File: config.mk
export PLATFORM = sky130hd
export DESIGN_NAME = stopwatch_ctrl_flat
export DESIGN_NICKNAME = d
export VERILOG_FILES = /design/src/rtl/stopwatch_ctrl_if.sv /design/src/rtl/stopwatch_ctrl.sv /design/src/flat_wrapper.sv
export SDC_FILE = /design/constraint.sdc
export NUM_CORES = 1
export LEC_CHECK = 0
export ABC_AREA = 1
export CAP_MARGIN = 40
export CORE_UTILIZATION = 25
export DETAILED_ROUTE_END_ITERATION = 7
export GPL_ROUTABILITY_DRIVEN = 0
export GPL_TIMING_DRIVEN = 1
export MAX_ROUTING_LAYER = met4
export PLACE_DENSITY = 0.4
export RECOVER_POWER = 50
export SYNTH_ARGS = -nofsm -noshare
export SYNTH_HDL_FRONTEND = slang
export SYNTH_SLANG_ARGS = --single-unit
File: constraint.sdc
create_clock -name clk -period 4.1 [get_ports clk]
set_clock_uncertainty 0.1 [all_clocks]
set_input_delay 1.23 -clock clk [delete_from_list [all_inputs] [get_ports clk]]
set_output_delay 1.23 -clock clk [all_outputs]
set_load 0.005 [all_outputs]
File: src/rtl/stopwatch_ctrl_if.sv
// stopwatch_ctrl_if: button inputs and digit-scan outputs of the stopwatch.
// master drives the buttons, slave is the controller.
interface stopwatch_ctrl_if;
  logic       btn_start;
  logic       btn_lap;
  logic       btn_clear;
  logic [3:0] digit;
  logic [1:0] digit_sel;
  logic       dp;
  logic [1:0] state;
  logic       running;

  modport master (
    output btn_start,
    output btn_lap,
    output btn_clear,
    input  digit,
    input  digit_sel,
    input  dp,
    input  state,
    input  running
  );

  modport slave (
    input  btn_start,
    input  btn_lap,
    input  btn_clear,
    output digit,
    output digit_sel,
    output dp,
    output state,
    output running
  );
endinterface

File: src/rtl/stopwatch_ctrl.sv
// stopwatch_ctrl: run/pause/lap/clear stopwatch, BCD count, digit scan.
// Minutes digit is built only when STOPWATCH_MINUTES_EN is defined.
module stopwatch_ctrl #(
  parameter logic [23:0] TICK_COUNT = 24'd1_000_000,
  parameter logic [15:0] SCAN_DIV   = 16'd50_000
) (
  input  logic             clk,
  input  logic             reset,
  stopwatch_ctrl_if.slave  bus
);

  typedef enum logic [1:0] {
    IDLE  = 2'd0,
    RUN   = 2'd1,
    PAUSE = 2'd2,
    LAP   = 2'd3
  } state_t;

`ifdef STOPWATCH_MINUTES_EN
  localparam int         ND       = 4;
  localparam logic [1:0] SEL_LAST = 2'd3;
`else
  localparam int         ND       = 3;
  localparam logic [1:0] SEL_LAST = 2'd2;
`endif

  logic [2:0]  r_s_start;
  logic [2:0]  r_s_lap;
  logic [2:0]  r_s_clear;
  state_t      r_state;
  state_t      w_state_n;
  logic [23:0] r_pre;
  logic [3:0]  r_tenths;
  logic [3:0]  r_sec_u;
  logic [3:0]  r_sec_t;
`ifdef STOPWATCH_MINUTES_EN
  logic [3:0]  r_min;
  logic [3:0]  w_min_n;
`endif
  logic [3:0]  w_min;
  logic [3:0]  w_tenths_n;
  logic [3:0]  w_sec_u_n;
  logic [3:0]  w_sec_t_n;
  logic [4*ND-1:0] r_lap;
  logic [4*ND-1:0] w_live_n;
  logic [15:0] w_live;
  logic [15:0] w_src;
  logic [15:0] r_scan_cnt;
  logic [1:0]  r_sel;
  logic [3:0]  w_digit;
  logic        w_raw_st;
  logic        w_raw_lp;
  logic        w_ev_cl;
  logic        w_ev_st;
  logic        w_ev_lp;
  logic        w_snap;
  logic        w_zero;
  logic        w_run;
  logic        w_tick;

  // Synchronize buttons and keep a delayed copy for edge detect
  always_ff @(posedge clk) begin
    if (reset) begin
      r_s_start <= 3'd0;
      r_s_lap   <= 3'd0;
      r_s_clear <= 3'd0;
    end else begin
      r_s_start <= {r_s_start[1:0], bus.btn_start};
      r_s_lap   <= {r_s_lap[1:0], bus.btn_lap};
      r_s_clear <= {r_s_clear[1:0], bus.btn_clear};
    end
  end

  assign w_raw_st = r_s_start[1] & ~r_s_start[2];
  assign w_raw_lp = r_s_lap[1] & ~r_s_lap[2];
  assign w_ev_cl  = r_s_clear[1] & ~r_s_clear[2];
  assign w_ev_st  = w_raw_st & ~w_ev_cl;
  assign w_ev_lp  = w_raw_lp & ~w_ev_cl & ~w_raw_st;

  // FSM state register
  always_ff @(posedge clk) begin
    if (reset) r_state <= IDLE;
    else       r_state <= w_state_n;
  end

  // FSM next state, lap snapshot and clear strobes
  always_comb begin
    w_state_n = r_state;
    w_snap    = 1'b0;
    w_zero    = 1'b0;
    unique case (r_state)
      IDLE: begin
        if (w_ev_st) w_state_n = RUN;
      end
      RUN: begin
        if (w_ev_st) begin
          w_state_n = PAUSE;
        end else if (w_ev_lp) begin
          w_state_n = LAP;
          w_snap    = 1'b1;
        end
      end
      LAP: begin
        if (w_ev_lp)      w_state_n = RUN;
        else if (w_ev_st) w_state_n = PAUSE;
      end
      PAUSE: begin
        if (w_ev_cl) begin
          w_state_n = IDLE;
          w_zero    = 1'b1;
        end else if (w_ev_st) begin
          w_state_n = RUN;
        end
      end
      default: w_state_n = IDLE;
    endcase
  end

  assign w_run  = (r_state == RUN) || (r_state == LAP);
  assign w_tick = w_run && (r_pre == TICK_COUNT - 24'd1);

  // Prescaler: advances while counting, holds in pause
  always_ff @(posedge clk) begin
    if (reset)       r_pre <= 24'd0;
    else if (w_zero) r_pre <= 24'd0;
    else if (w_tick) r_pre <= 24'd0;
    else if (w_run)  r_pre <= r_pre + 24'd1;
  end

`ifdef STOPWATCH_MINUTES_EN
  assign w_min = r_min;
`else
  assign w_min = 4'd0;
`endif

  // BCD ripple of the time digits on each tick
  always_comb begin
    w_tenths_n = r_tenths;
    w_sec_u_n  = r_sec_u;
    w_sec_t_n  = r_sec_t;
`ifdef STOPWATCH_MINUTES_EN
    w_min_n    = r_min;
`endif
    if (w_tick) begin
      if (r_tenths != 4'd9) begin
        w_tenths_n = r_tenths + 4'd1;
      end else begin
        w_tenths_n = 4'd0;
        if (r_sec_u != 4'd9) begin
          w_sec_u_n = r_sec_u + 4'd1;
        end else begin
          w_sec_u_n = 4'd0;
          if (r_sec_t != 4'd5) begin
            w_sec_t_n = r_sec_t + 4'd1;
          end else begin
            w_sec_t_n = 4'd0;
`ifdef STOPWATCH_MINUTES_EN
            if (r_min != 4'd9) w_min_n = r_min + 4'd1;
            else               w_min_n = 4'd0;
`endif
          end
        end
      end
    end
  end

`ifdef STOPWATCH_MINUTES_EN
  assign w_live_n = {w_min_n, w_sec_t_n, w_sec_u_n, w_tenths_n};
`else
  assign w_live_n = {w_sec_t_n, w_sec_u_n, w_tenths_n};
`endif

  assign w_live = {w_min, r_sec_t, r_sec_u, r_tenths};

  // Time digit registers
  always_ff @(posedge clk) begin
    if (reset || w_zero) begin
      r_tenths <= 4'd0;
      r_sec_u  <= 4'd0;
      r_sec_t  <= 4'd0;
    end else begin
      r_tenths <= w_tenths_n;
      r_sec_u  <= w_sec_u_n;
      r_sec_t  <= w_sec_t_n;
    end
  end

`ifdef STOPWATCH_MINUTES_EN
  // Minutes digit register
  always_ff @(posedge clk) begin
    if (reset || w_zero) r_min <= 4'd0;
    else                 r_min <= w_min_n;
  end
`endif

  // Lap register takes the post-update count on lap entry
  always_ff @(posedge clk) begin
    if (reset || w_zero) r_lap <= '0;
    else if (w_snap)     r_lap <= w_live_n;
  end

  // Digit scan, free running in every state
  always_ff @(posedge clk) begin
    if (reset) begin
      r_scan_cnt <= 16'd0;
      r_sel      <= 2'd0;
    end else if (r_scan_cnt == SCAN_DIV - 16'd1) begin
      r_scan_cnt <= 16'd0;
      r_sel      <= (r_sel == SEL_LAST) ? 2'd0 : r_sel + 2'd1;
    end else begin
      r_scan_cnt <= r_scan_cnt + 16'd1;
    end
  end

  assign w_src = (r_state == LAP) ? 16'(r_lap) : w_live;

  // Select the BCD nibble for the current scan position
  always_comb begin
    w_digit = 4'd0;
    case (r_sel)
      2'd0:    w_digit = w_src[3:0];
      2'd1:    w_digit = w_src[7:4];
      2'd2:    w_digit = w_src[11:8];
      default: w_digit = w_src[15:12];
    endcase
  end

  assign bus.digit     = w_digit;
  assign bus.digit_sel = r_sel;
  assign bus.dp        = (r_sel == 2'd1);
  assign bus.state     = r_state;
  assign bus.running   = w_run;

endmodule

File: src/flat_wrapper.sv
// flat-port wrapper written by rule: the top's interface ports become plain ports
module stopwatch_ctrl_flat 
#(
  parameter logic [23:0] TICK_COUNT = 24'd1_000_000,
  parameter logic [15:0] SCAN_DIV   = 16'd50_000
)
  (clk, reset, bus_btn_start, bus_btn_lap, bus_btn_clear, bus_digit, bus_digit_sel, bus_dp, bus_state, bus_running);
  stopwatch_ctrl_if bus_i ();
  input  logic clk;
  input  logic reset;
  input wire logic [$bits(bus_i.btn_start)-1:0] bus_btn_start;
  input wire logic [$bits(bus_i.btn_lap)-1:0] bus_btn_lap;
  input wire logic [$bits(bus_i.btn_clear)-1:0] bus_btn_clear;
  output wire logic [$bits(bus_i.digit)-1:0] bus_digit;
  output wire logic [$bits(bus_i.digit_sel)-1:0] bus_digit_sel;
  output wire logic [$bits(bus_i.dp)-1:0] bus_dp;
  output wire logic [$bits(bus_i.state)-1:0] bus_state;
  output wire logic [$bits(bus_i.running)-1:0] bus_running;
  assign bus_i.btn_start = bus_btn_start;
  assign bus_i.btn_lap = bus_btn_lap;
  assign bus_i.btn_clear = bus_btn_clear;
  assign bus_digit = bus_i.digit;
  assign bus_digit_sel = bus_i.digit_sel;
  assign bus_dp = bus_i.dp;
  assign bus_state = bus_i.state;
  assign bus_running = bus_i.running;
  stopwatch_ctrl #(.TICK_COUNT(TICK_COUNT), .SCAN_DIV(SCAN_DIV)) u_core (.clk(clk), .reset(reset), .bus(bus_i));
endmodule
=== Word-level counts from Yosys, hierarchy flattened ===
Cells that the tools add are included.

* Bits in registers: 77
* Bits in latches: 0
* Memory bits (writable): 0
* Bits in read-only memories: 0
* Output and inout port bits: 10
* Word-level logic and storage cells: 72
* Memories kept: 0

* $add $sub $neg: 6
* Multiply operators: 0
* Divide/modulo/power cells: 0
* $lt $le $gt $ge: 0
* Eq/ne operators: 12
* Shifts and indexed selects: 0
* Muxes and demuxes: 24
* Bitwise logic cells: 11
* Reductions and logical operators: 8

{| class="wikitable"
|+ Operators by type and width
! operator !! count
|-
| 2-to-1 mux 4 bit || 9
|-
| adder 24 x 1 -> 24 bit, second input constant || 1
|-
| equality test 24 x 20 -> 1 bit, second input constant || 1
|-
| adder 16 x 1 -> 16 bit, second input constant || 1
|-
| equality test 16 bit, second input constant || 1
|-
| 2-to-1 mux 2 bit || 7
|-
| adder 4 x 1 -> 4 bit, second input constant || 3
|-
| 2-to-1 mux 12 bit || 1
|-
| case mux 4 bit (3 select lines) || 1
|-
| inequality test 4 bit, second input constant || 2
|-
| case mux 2 bit (4 select lines) || 1
|-
| AND 1 bit || 6
|-
| equality test 2 bit, second input constant || 3
|-
| inequality test 3 x 1 -> 1 bit, second input constant || 2
|-
| 2-to-1 mux 1 bit || 5
|-
| NOT 1 bit || 5
|-
| equality test 2 x 1 -> 1 bit, second input constant || 2
|-
| zero test 2 bit || 2
|-
| inequality test 4 x 3 -> 1 bit, second input constant || 1
|-
| OR reduction 3 bit || 1
|-
| adder 2 x 1 -> 2 bit, second input constant || 1
|-
| logical OR 1 bit || 2
|-
| AND reduction 2 bit || 1
|-
| OR reduction 2 bit || 1
|-
| logical AND 1 bit || 1
|}

=== Longest topological paths before layout ===
Gate-level depths: netlist of the first run.

* Depth in word-level cells: 8
* Mapped depth: 12
* Gate-level depth less buffers: 12

=== Worst setup path before layout of the first run ===
Ideal clock, no wire load.

* Kind: reg-to-output
* From: reg u_core.r_sel[0], in the netlist u_core.bus.digit_sel[0]
* To: out bus_digit[0]
* Arrival: 1.119 ns
* Required time: 2.770 ns
* Setup slack: 1.651 ns
* Stages on the path, launching flop included: 5
* Path buffers: 0
* Cell sequence: dfxtp_1 > inv_1 > nor2_1 > a221oi_1 > o21ai_0

* Word-level cells in the longest chain between the ends: 2
* Elaborated cells on any way between the ends: 4

{| class="wikitable"
|+ RTL lines
! element !! line !! RTL
|-
| start: declaration || stopwatch_ctrl.sv:49 || <nowiki>logic [1:0] r_sel;</nowiki>
|-
| start signal: assignment || stopwatch_ctrl.sv:209 || <nowiki>r_sel <= (r_sel == SEL_LAST) ? 2'd0 : r_sel + 2'd1;</nowiki>
|-
| equality test 2 x 1 -> 1 bit || n/a ||
|-
| via bus_dp || flat_wrapper.sv:16 || <nowiki>output wire logic [$bits(bus_i.dp)-1:0] bus_dp;</nowiki>
|-
| case mux 4 bit (3 select lines) || stopwatch_ctrl.sv:220 || <nowiki>case (r_sel)</nowiki>
|-
| end: declaration || flat_wrapper.sv:14 || <nowiki>output wire logic [$bits(bus_i.digit)-1:0] bus_digit;</nowiki>
|}

The timed path passes the listed nets, and every way through them passes these cells.

=== Worst setup path in the final report of the first run ===
* From: reg u_core.r_sel[0], in the netlist u_core.bus.digit_sel[0]
* To: out bus_digit[1]

* Word-level cells in the longest chain between the ends: 2
* Elaborated cells on any way between the ends: 4

{| class="wikitable"
|+ RTL lines
! element !! line
|-
| equality test 2 bit (tied with other cells) || stopwatch_ctrl.sv:220
|-
| case mux 4 bit (3 select lines) (*) || stopwatch_ctrl.sv:220
|}

Every way passes the cells marked *; elsewhere a longest branch is shown, timed or not.

==> results of run 1 <==
report_power, final:
| group | total (W) | internal [W] | switching, W |
|---|---|---|---|
| Sequential | 0.000762 | 0.000757 | 0.00000496 |
| Combinational | 0.0000498 | 0.0000179 | 0.0000319 |
| Clock | 0.000720 | 0.000403 | 0.000317 |
tightest hold or removal path, cell delays in order, from the launching register on:
cell	delay (ns)
dfxtp_1	0.29
inv_1	0.04
nor2_1	0.03
flip-flops by register name, summed over array words and instances (netlist names), 4 cells and up:
name	count
u_core.r_lap	12
u_core.r_pre	24
u_core.r_scan_cnt	16
u_core.r_sec_t	4
u_core.r_sec_u	4
u_core.r_tenths	4
path summary, 6_finish.rpt:
check	to	start	slack [ns]	cells after the start
worst max register to register	u_core.r_lap[6]$_SDFFE_PP0P_	u_core.bus.state[0]$_SDFFE_PP0P_	1.74	8
worst min-delay path	u_core.r_s_start[1]$_SDFF_PP0_	u_core.r_s_start[0]$_SDFF_PP0_	0.30	2
worst min register to register	u_core.r_s_start[1]$_SDFF_PP0_	u_core.r_s_start[0]$_SDFF_PP0_	0.30	2
worst max-delay path	bus_digit[1]	u_core.bus.digit_sel[0]$_SDFFE_PP0N_	0.49	5
synthesized netlist by cell type, drive strengths merged:
| cell | number | area, um2 |
|---|---|---|
| xor2 | 14 | 123 |
| nor4 | 3 | 18.8 |
| nand3 | 41 | 218 |
| a211oi | 1 | 7.51 |
| nand4 | 9 | 56.3 |
| nor3b | 1 | 7.51 |
| dfxtp | 77 | 1540 |
| ha | 2 | 25.0 |
| o31ai | 1 | 7.51 |
| buf | 10 | 70.1 |
| nand3b | 1 | 11.3 |
| o21ai | 20 | 104 |
| o21bai | 1 | 7.51 |
| o211ai | 1 | 7.51 |
| nand2 | 151 | 572 |
| o22ai | 3 | 18.8 |
| a221oi | 8 | 70.1 |
| clkbuf | 4 | 15.0 |
| inv | 84 | 318 |
| a21oi | 33 | 165 |
| xnor2 | 3 | 26.3 |
| or2 | 4 | 25.0 |
| nor3 | 16 | 101 |
| and3 | 1 | 6.26 |
| nor2 | 115 | 490 |
layer usage:
layer | vias to the layer above | global-route usage (%)
met2 | 29 | 21.2
met5 | - | -
li1 | 1942 | -
met3 | 6 | 2.62
met1 | 1623 | 16.7
met4 | 0 | 5.88
cells in the final DEF, fill, tap and decap left out, types with 3 or more instances in the layout:
cell type          n
a21oi_1           33
clkbuf_16          9
inv_1             77
clkdlybuf4s50_1   13
o21ai_1            4
nor2_1           103
nor3_1            13
xnor2_1            3
inv_2              6
nor2_4             3
nor4_1             3
clkinv_2           4
a221oi_1           8
dfxtp_1           77
nand2_1          149
nand4_1            9
o21ai_0           16
clkbuf_1           3
or2_2              3
nand3_1           40
nor2_2             8
xor2_1            14
o22ai_1            3
cells by family (layout without fill, tap and decap cells):
logic type,Yosys count,after routing
compound gates,68,68
flops,77,77
buf+inv,98,118
fa+ha+maj,2,2
xor+xnor,17,17
simple gates,342,342
area by class of cell:
cell class / count / area share [%]
multi-input combinational: 429 / 44.7
sequential: 77 / 33.3
inverter: 84 / 6.87
tap: 211 / 5.71
clock buffer: 10 / 4.95
timing repair buffer: 19 / 3.84
clock inverter: 5 / 0.622
through the flow:
stage | utilization (%) | hold slack [ns] | area [um2] | power, W
final | 30.0 | 0.299 | 4620 | 0.00153
after global placement | 28.3 | 0.296 | 4360 | 0.000831
after CTS | 30.0 | 0.302 | 4630 | 0.00156
after global routing | 30.0 | 0.318 | 4620 | 0.00160
after detailed placement | 28.4 | 0.294 | 4380 | 0.000831
after floorplan | - | 0.288 | 4010 | 0.000813
==> impl_metrics.toml, run 1 <==
[detailed_routing]
ant_nets = 0
wl_met1_mm = 5.02
vias = 3600
routed.top_layer = "met4"
wl_per_cell_um = 11.8
drt-total-wl_mm = 9.85
met2_wirelength_mm = 4.49
initialDrtViolationCount = 156
dr_wl_met3_um = 245
viasPerCell = 4.31
drc_errors = 0
drt-pass1-iter-count = 4

[finish]
final_cell_count_no_fill = 835
fill_cells = 1736
drive_gt1_share_pct = 7.37
nNetsFinal = 627
seqCellArea_um2 = 1540
multi_input_area_um2 = 2060
syn_to_final_growth_pct = 15.2
diodes = 0

[clocking]
cts_resized = 0
cts_buffer_depth = 2
cts_buffers = 9
clock-sinks = 77
cts_tree = "done"
cts_setup_buffers = 0
clockRootBuffer = "clkbuf_16"
htreeDepth = 3
clock_latency_ns = 0.34
cts_hold_buf = 0
clk_pin_slew_ns = 0.06

[logic_synthesis]
yosysSeqAreaShare_pct = 38.4
synthSimpleGateAreaFrac_pct = 37.5
synth_seq_cells = 77
synthXorXnorAreaFrac_pct = 3.71
synthAdderAreaFrac_pct = 0.624
syn_nets = 611
synth_top_family_by_area = "simple AND/OR/NAND/NOR gates"
yosys.cell_types.count = 39
synthCells = 604
yosysWarnings = 0
synth_mux_area_share_pct = 0
synth_compound_area_share_pct = 9.67
synth_area_um2 = 4010
synth_area_per_cell_um2 = 6.64

[global_route]
track_usage_pct = 13.5
grt_pass1_wl_mm = 16.9
grt_pass1_vias = 3471
grt-ovfl-total = 0
antenna_found_initial = 0
grt_max_degree = 23

[place]
dp_cells = 820
port_buffers = 14
place_ws_ns = 0.871
hpwl_mm = 7.30

[outcome]
outcome = "finished, final reports clean"

[critical_path]
worst-setup-path-type = "reg2out"
cp.arrival_ns = 2.28
crit_path_top_delay_cell = "clkdlybuf4s50_1"
path_cells = "inv_1 -> nor2_1 -> o21ai_0 -> o22ai_1 -> clkdlybuf4s50_1"
path_delay_family = "buffers and inverters"
path_max_fanout = 9
path_buf_inv = 2
end_kind = "output pin"
slowest_delay_ns = 0.57
cp-start-kind = "register"
required_ns = 2.77

[timing]
finalMaxSlewViolations = 0
rsz0062_at_grt = "no"
worst_pin_slew_ns = 1.05
hold_viol = 0
slew_headroom_pct = 29.9
timing.fmax_mhz = 277
fin_crit_sh_pct = 88.2
setup_tns_ns = 0
fin_crit_ns = 3.61
setup_slack_ns = 0.485
setup_viol = 0

[power_and_ir_drop]
p_leak_nw = 1.72
powerDensity_nw_per_um2 = 331
ir_drop_mv = 0.150

[die]
dieHeight_um = 129
die-area_um2 = 16600
initial_core_util_pct = 26.0
die_width_um = 129
core_um2 = 15400
io_pins = 15
row_count = 45

[worst_hold_path]
hp-class = "reg2reg"

[run]
maxCapViolCount = 0
Power figures use the tool's default switching activity.
==> run 2, diff against run 1 <==
--- a/config.mk
+++ b/config.mk
@@ -6,7 +6,7 @@
 export NUM_CORES = 1
 export LEC_CHECK = 0
 export ABC_AREA = 1
-export CAP_MARGIN = 40
+export CAP_MARGIN = 20
 export CORE_UTILIZATION = 25
 export DETAILED_ROUTE_END_ITERATION = 7
 export GPL_ROUTABILITY_DRIVEN = 0
==> impl_metrics.toml, run 2 (synthesis results as in run 1) <==
[critical_path]
end_kind = "output pin"
required_ns = 2.77
path_max_fanout = 9
path_delay_family = "buffers and inverters"
cp.arrival_ns = 2.32
worstReg2RegStart = "u_core.bus.state[0]$_SDFFE_PP0P_"
path_buf_inv = 2
cp-startpoint = "u_core.bus.digit_sel[0]$_SDFFE_PP0N_"
crit_path_top_delay_cell = "clkdlybuf4s50_1"
cp-start-kind = "register"
worst-setup-path-type = "reg2out"
slowest_delay_ns = 0.56
path_cells = "inv_1 -> nor2_1 -> o21ai_0 -> o22ai_1 -> clkdlybuf4s50_1"

[clocking]
cts_setup_buffers = 0
clock_latency_ns = 0.35
clock-sinks = 77
clk_pin_slew_ns = 0.07
cts_resized = 0
cts_tree = "done"
clockRootBuffer = "clkbuf_16"
htreeDepth = 3
cts_hold_buf = 0
cts_buffer_depth = 2
cts_buffers = 9

[power_and_ir_drop]
ir_drop_mv = 0.176
swShare_pct = 20.7
powerDensity_nw_per_um2 = 383
total_switching_power_w = 0.000374
pwr-share-clk_pct = 55.1
p_int_w = 0.00143
p_leak_nw = 1.76
pwr-share-comb_pct = 2.7
seqPwrFrac_pct = 42.2

[die]
die-area_um2 = 16600
die_width_um = 129
io_pins = 15
dieHeight_um = 129
core_um2 = 15400
initial_core_util_pct = 26.0
row_count = 45

[detailed_routing]
drt-pass1-iter-count = 5
wl_per_cell_um = 12.0
drc_errors = 0
viasPerCell = 4.34
ant_nets = 0
initialDrtViolationCount = 213
vias = 3623
drt-total-wl_mm = 10.0

[finish]
diodes = 0
mostFrequentLayoutCells = "nand2_1, nor2_1, inv_1, dfxtp_1, nand3_1"
fill_cells = 1708
drive_gt1_share_pct = 7.37
reg_top3 = "u_core.r_pre (24), u_core.r_scan_cnt (16), u_core.r_lap (12)"
final_cell_area_um2 = 4710
largest_reg_flops = 24
nNetsFinal = 626
multi_input_area_um2 = 2060
syn_to_final_growth_pct = 17.5
top_register = "u_core.r_pre"
mostFrequentLayoutCell = "nand2_1"
seqCellArea_um2 = 1540

[global_route]
grt_pass1_vias = 3515
grt-ovfl-total = 0
track_usage_pct = 13.8
antenna_found_initial = 0
grt_pass1_wl_mm = 17.2
grt_max_degree = 25

[timing]
rsz0062_at_grt = "no"
fin_crit_sh_pct = 89.1
hold_viol = 0
setup_viol = 0
worst_pin_slew_ns = 1.08
finalMaxSlewViolations = 0
slew_headroom_pct = 28.0
timing.fmax_mhz = 274
fin_crit_ns = 3.65
setup_slack_ns = 0.448
setup_tns_ns = 0

[outcome]
outcome = "finished, final reports clean"

[place]
hpwl_mm = 7.31
place_area_um2 = 4360
port_buffers = 14
place_ws_ns = 0.871

[worst_hold_path]
min_from = "u_core.r_s_clear[0]$_SDFF_PP0_"
hp-class = "reg2reg"

[run]
maxCapViolCount = 0
-- run 2: cell types whose count changed in the layout (fill, tap and decap cells not counted) --
cell       previous run  this run
buf_8                 1         0
bufinv_16             0         4
clkinv_2              4         1
clkinv_4              1         0
inv_6                 0         1
-- run 2: power groups by stage --
| stage | Sequential [W] | Clock [W] | Combinational (W) |
|---|---|---|---|
| final | 0.000762 | 0.000995 | 0.0000495 |
| after global routing | 0.000762 | 0.00105 | 0.0000568 |
| after CTS | 0.000762 | 0.00102 | 0.0000527 |
| after detailed placement | 0.000779 | 0 | 0.0000524 |
| after global placement | 0.000778 | 0 | 0.0000525 |
| after floorplan | 0.000777 | 0 | 0.0000359 |
-- run 2: worst paths after layout --
kind | end | slack [ns] | depth (start not counted)
min reg2reg | u_core.r_s_clear[1]$_SDFF_PP0_ | 0.30 | 2
max | bus_digit[1] | 0.45 | 5
min | u_core.r_s_clear[1]$_SDFF_PP0_ | 0.30 | 2
max reg2reg | u_core.r_lap[7]$_SDFFE_PP0P_ | 1.76 | 8
-- run 2: layout make-up --
| cell class | instances | share of cell area (%) |
|---|---|---|
| multi-input cells | 429 | 43.8 |
| flip-flops and latches | 77 | 32.7 |
| inverters | 84 | 6.74 |
| well taps | 211 | 5.60 |
| clock buffers | 10 | 4.86 |
| repair buffers | 18 | 3.45 |
| clock inverters | 6 | 2.84 |
-- run 2: routing by layer --
layer  global-route usage [%]  up-vias  share of wire [%]
li1                         -     1946                  -
met1                     17.4     1628                 50
met2                     21.3       37                 46
met3                     2.87       12                2.6
met4                     6.23        0                1.4
met5                        -        -                  0
-- run 2: stage by stage --
step	total power [W]	utilization [%]	std cells	hold WS, ns
after floorplan	0.000813	-	604	0.288
after global placement	0.000831	28.3	819	0.296
after detailed placement	0.000831	28.3	819	0.294
after CTS	0.00184	30.6	835	0.302
after global routing	0.00187	30.6	835	0.314
final	0.00181	30.6	835	0.301
-- run 2: worst min-delay path, delay by kind of cell, from the launching register on --
family	cells	cell delay (ns)
simple gates	1	0.03
buf+inv	1	0.04
flops	1	0.29
==> run 3, diff against run 2 <==
--- a/config.mk
+++ b/config.mk
@@ -7,6 +7,7 @@
 export LEC_CHECK = 0
 export ABC_AREA = 1
 export CAP_MARGIN = 20
+export CORE_ASPECT_RATIO = 0.8
 export CORE_UTILIZATION = 25
 export DETAILED_ROUTE_END_ITERATION = 7
 export GPL_ROUTABILITY_DRIVEN = 0
==> impl_metrics.toml, run 3 (synthesis results as in run 1) <==
[outcome]
outcome = "finished, final reports clean"

[timing]
holdWs_ns = 0.302
fin_crit_sh_pct = 86.4
finalMaxSlewViolations = 0
timing.fmax_mhz = 282
rsz0062_at_grt = "no"
fin_crit_ns = 3.54
slew_headroom_pct = 25.4
setup_tns_ns = 0
worst_pin_slew_ns = 1.12
setup_viol = 0
hold_viol = 0

[die]
die-area_um2 = 16600
dieHeight_um = 115
die_width_um = 144
core_um2 = 15700
initial_core_util_pct = 25.5
row_count = 41
io_pins = 15

[power_and_ir_drop]
powerDensity_nw_per_um2 = 362
p_leak_nw = 1.73
ir_drop_mv = 0.209
p_total_w = 0.00169

[critical_path]
end_kind = "output pin"
reg2reg_depth = 8
cp-start-kind = "register"
cp.arrival_ns = 2.21
required_ns = 2.77
worst-setup-path-type = "reg2out"
path_max_fanout = 9

[detailed_routing]
drt-pass1-iter-count = 4
wl_per_cell_um = 12.2
vias = 3639
viasPerCell = 4.34
initialDrtViolationCount = 225
ant_nets = 0
drt-total-wl_mm = 10.2
drc_errors = 0

[finish]
fill_cells = 1727
mostFrequentLayoutCell = "nand2_1"
final_util_pct = 29.7
mostFrequentLayoutCells = "nand2_1, nor2_1, inv_1, dfxtp_1, nand3_1"
nNetsFinal = 626
syn_to_final_growth_pct = 16.6
final_cell_count_no_fill = 839
largest_reg_flops = 24
seqCellArea_um2 = 1540
top_register = "u_core.r_pre"
reg_top3 = "u_core.r_pre (24), u_core.r_scan_cnt (16), u_core.r_lap (12)"
diodes = 0
multi_input_area_um2 = 2060
drive_gt1_share_pct = 7.37

[clocking]
cts_buffer_depth = 2
htreeDepth = 3
cts_resized = 0
cts_tree = "done"
cts_hold_buf = 0
clockRootBuffer = "clkbuf_16"
cts_buffers = 9
clk_pin_slew_ns = 0.06
clock-sinks = 77
cts_setup_buffers = 0
clock_latency_ns = 0.34

[worst_hold_path]
hp-class = "reg2reg"
holdPathStages = 2

[global_route]
grt_pass1_wl_mm = 16.9
grt_pass1_vias = 3306
grt-ovfl-total = 0
antenna_found_initial = 0
grt_max_degree = 25
track_usage_pct = 13.9

[place]
dp_cells = 823
port_buffers = 14
hpwl_mm = 7.64

[run]
maxCapViolCount = 0
==> run 3: cell count changes in the layout (fill, tap and decap cells not counted), sizes merged <==
cell	change
clkinv	+1
bufinv	-2
clkbuf	-1
clkinvlp	+2
==> run 3: worst max-delay path: stages, from the launching register on <==
cell	delay, ns
dfxtp_1	0.40
inv_1	0.06
nor2_1	0.49
o21ai_0	0.19
o22ai_1	0.21
clkdlybuf4s50_1	0.53
==> run 3: per-stage QoR <==
stage | worst slack, ns | area, um2
3_5_place_dp | 0.966 | 4370
4_1_cts | 0.576 | 4690
6_report | 0.556 | 4680
5_1_grt | 0.407 | 4680
3_3_place_gp | 1.03 | 4370
2_1_floorplan | 1.65 | 4010
==> run 3: metal layers <==
layer / vias to the layer above / global-route usage, % / wire (um)
met4: 0 / 4.61 / 117
met3: 10 / 3.67 / 471
met5: - / - / 0
li1: 1941 / - / -
met2: 60 / 19.6 / 4400
met1: 1628 / 19.1 / 5230
==> run 3: cell type report <==
class	instances	share of cell area, %
multi-input cells	429	44.1
flip-flops and latches	77	32.9
inverters	84	6.79
well taps	215	5.75
clock buffers	9	4.81
repair buffers	18	3.48
clock inverters	7	2.09
==> run 3: worst paths after layout <==
| kind | slack (ns) | start | endpoint |
|---|---|---|---|
| hold reg to reg | 0.30 | u_core.r_s_clear[0]$_SDFF_PP0_ | u_core.r_s_clear[1]$_SDFF_PP0_ |
| setup reg to reg | 1.74 | u_core.bus.state[0]$_SDFFE_PP0P_ | u_core.r_lap[4]$_SDFFE_PP0P_ |
| hold / removal | 0.30 | u_core.r_s_clear[0]$_SDFF_PP0_ | u_core.r_s_clear[1]$_SDFF_PP0_ |
| setup / recovery | 0.56 | u_core.bus.digit_sel[0]$_SDFFE_PP0N_ | bus_digit[1] |
==> run 3: power by group <==
group          internal (W)  total [W]  switching (W)  leakage (nW)
logic             0.0000177  0.0000498      0.0000321         0.956
clock network      0.000536   0.000880       0.000344         0.152
registers          0.000757   0.000762     0.00000496         0.622
==> RTL edit (flow settings as in run 3) <==
`TICK_COUNT` is set to 24'd1_000_000 in 2 places; all go to 24'd500000.
--- a/src/rtl/stopwatch_ctrl.sv
+++ b/src/rtl/stopwatch_ctrl.sv
@@ -1,7 +1,7 @@
 // stopwatch_ctrl: run/pause/lap/clear stopwatch, BCD count, digit scan.
 // Minutes digit is built only when STOPWATCH_MINUTES_EN is defined.
 module stopwatch_ctrl #(
-  parameter logic [23:0] TICK_COUNT = 24'd1_000_000,
+  parameter logic [23:0] TICK_COUNT = 24'd500000,
   parameter logic [15:0] SCAN_DIV   = 16'd50_000
 ) (
   input  logic             clk,
--- a/src/flat_wrapper.sv
+++ b/src/flat_wrapper.sv
@@ -1,7 +1,7 @@
 // flat-port wrapper written by rule: the top's interface ports become plain ports
 module stopwatch_ctrl_flat 
 #(
-  parameter logic [23:0] TICK_COUNT = 24'd1_000_000,
+  parameter logic [23:0] TICK_COUNT = 24'd500000,
   parameter logic [15:0] SCAN_DIV   = 16'd50_000
 )
   (clk, reset, bus_btn_start, bus_btn_lap, bus_btn_clear, bus_digit, bus_digit_sel, bus_dp, bus_state, bus_running);
Check against the original RTL: no difference found for any inputs over 10 cycles, from zero or initial values and one cycle with reset high; that may be too few to reach the edited logic, so the function may still have changed.
==> RTL edit against run 3 <==
Synthesized cell count fell by 0.83%. Clock power shrank 0.5%. Worst setup slack lost 0.013 ns. Routed wire length shrank 2.1%. Sequential cell count did not move. Combinational power decreased by 6.2%. Synthesized area is 0.12% higher. Critical path type unchanged. Fmax is 0.38% lower. Power shrank 0.46%. Design area increased by 0.16%. Sequential share of layout area decreased by 0.053 points. Global-route usage fell by 0.35 points.
==> RTL edit: results (changes against run 3) <==
* # fillers at 1747 (was 1727)
* Leakage power at 1.79 nW (was 1.73 nW)
* Peak VDD IR at 204 µV (was 209 µV)
* Wire length per cell at 12.0 µm (was 12.2 µm)
* Vias in the first global route at 3444 (was 3306)
* Post-layout instance area at 4690 µm² (was 4680 µm²)
* Placed cells at 817 (was 823)
* Slew headroom at 0.371 (was 0.254)
* FF-to-FF End: u_core.r_pre[14]$_SDFFE_PP0P_ (was u_core.r_lap[4]$_SDFFE_PP0P_)
* WL met2 at 3900 µm (was 4400 µm)
* Distinct cells, synth at 41 (was 39)
* Hold path startpoint: u_core.r_s_start[0]$_SDFF_PP0_ (was u_core.r_s_clear[0]$_SDFF_PP0_)
* Dominant cells by area after synthesis: dfxtp_1 38%, nand2_1 12%, nor2_1 9.8% (was dfxtp_1 38%, nand2_1 14%, nor2_1 9.6%)
* Mapped Nets at 606 (was 611)
* Drt total wl at 10000 µm (was 10200 µm)
* Part of the Yosys area used for sequential elements at 0.384 (about the same)
* Routed length on met3 at 332 µm (was 471 µm)
* Met2 Use GR at 0.192 (was 0.196)
* CP arrival at 2.23 ns (was 2.21 ns)
* Met1 Wirelength at 5660 µm (was 5230 µm)
* Via/cell ratio at 4.38 (was 4.34)
* Hold path endpoint: u_core.r_s_start[1]$_SDFF_PP0_ (was u_core.r_s_clear[1]$_SDFF_PP0_)
* Initial DRC count at 207 (was 225)
* First-pass GRT wire length at 16900 µm (about the same)
* Cell Area, Placed at 4370 µm² (about the same)
* Status: completed (unchanged)
* FF-to-FF Start: u_core.r_pre[0]$_SDFFE_PP0P_ (was u_core.bus.state[0]$_SDFFE_PP0P_)
* Met3 Usage GRT at 0.0321 (was 0.0367)
* Worst Reg-to-Reg Cells at 10 (was 8)
==> RTL edit: changes by cell type after synthesis, sizes merged, moves of 3 or more <==
cell / before / now
nor3: 16 / 20
xor2: 14 / 8
o21ai: 20 / 17
nand3: 41 / 48
nor2: 115 / 112
nand2: 151 / 134
nand4: 9 / 15
==> RTL edit: worst max-delay path by stage <==
stage,startpoint,endpoint,slack [ns],cells past startpoint
CTS,u_core.bus.digit_sel[0]$_SDFFE_PP0N_,bus_digit[0],0.56,5
global route,u_core.bus.digit_sel[0]$_SDFFE_PP0N_,bus_digit[0],0.29,5
global placement,u_core.bus.digit_sel[0]$_SDFFE_PP0N_,bus_digit[0],0.97,5
finish,u_core.bus.digit_sel[0]$_SDFFE_PP0N_,bus_digit[0],0.54,5
detailed placement,u_core.bus.digit_sel[0]$_SDFFE_PP0N_,bus_digit[0],0.93,5
floorplan,u_core.bus.state[0]$_SDFFE_PP0P_,bus_digit[1],1.58,5
==> RTL edit: final cells by class <==
cell class                 instances  share of cell area
clock inverter                     5              0.0176
tap                              215              0.0574
timing repair buffer              17              0.0339
clock buffer                      11              0.0518
multi-input combinational        423               0.442
inverter                          85              0.0686
sequential                        77               0.329
==> RTL edit: logic make-up (layout without fill, tap and decap cells) <==
kind of cell / Yosys count / count (layout) / share of synthesized area
buf+inv: 99 / 118 / 0.0990
simple gates: 342 / 342 / 0.390
xor+xnor: 13 / 13 / 0.0283
fa+ha+maj: 2 / 2 / 0.00623
compound gates: 66 / 66 / 0.0931
flops: 77 / 77 / 0.384
==> RTL edit: power groups by stage <==
stage               combinational, mW  clock (mW)  sequential, mW
finish                         0.0467       0.876           0.762
global route                   0.0535       0.931           0.762
CTS                            0.0492       0.903           0.761
detailed placement             0.0491           0           0.778
global placement               0.0488           0           0.778
floorplan                      0.0328           0           0.777
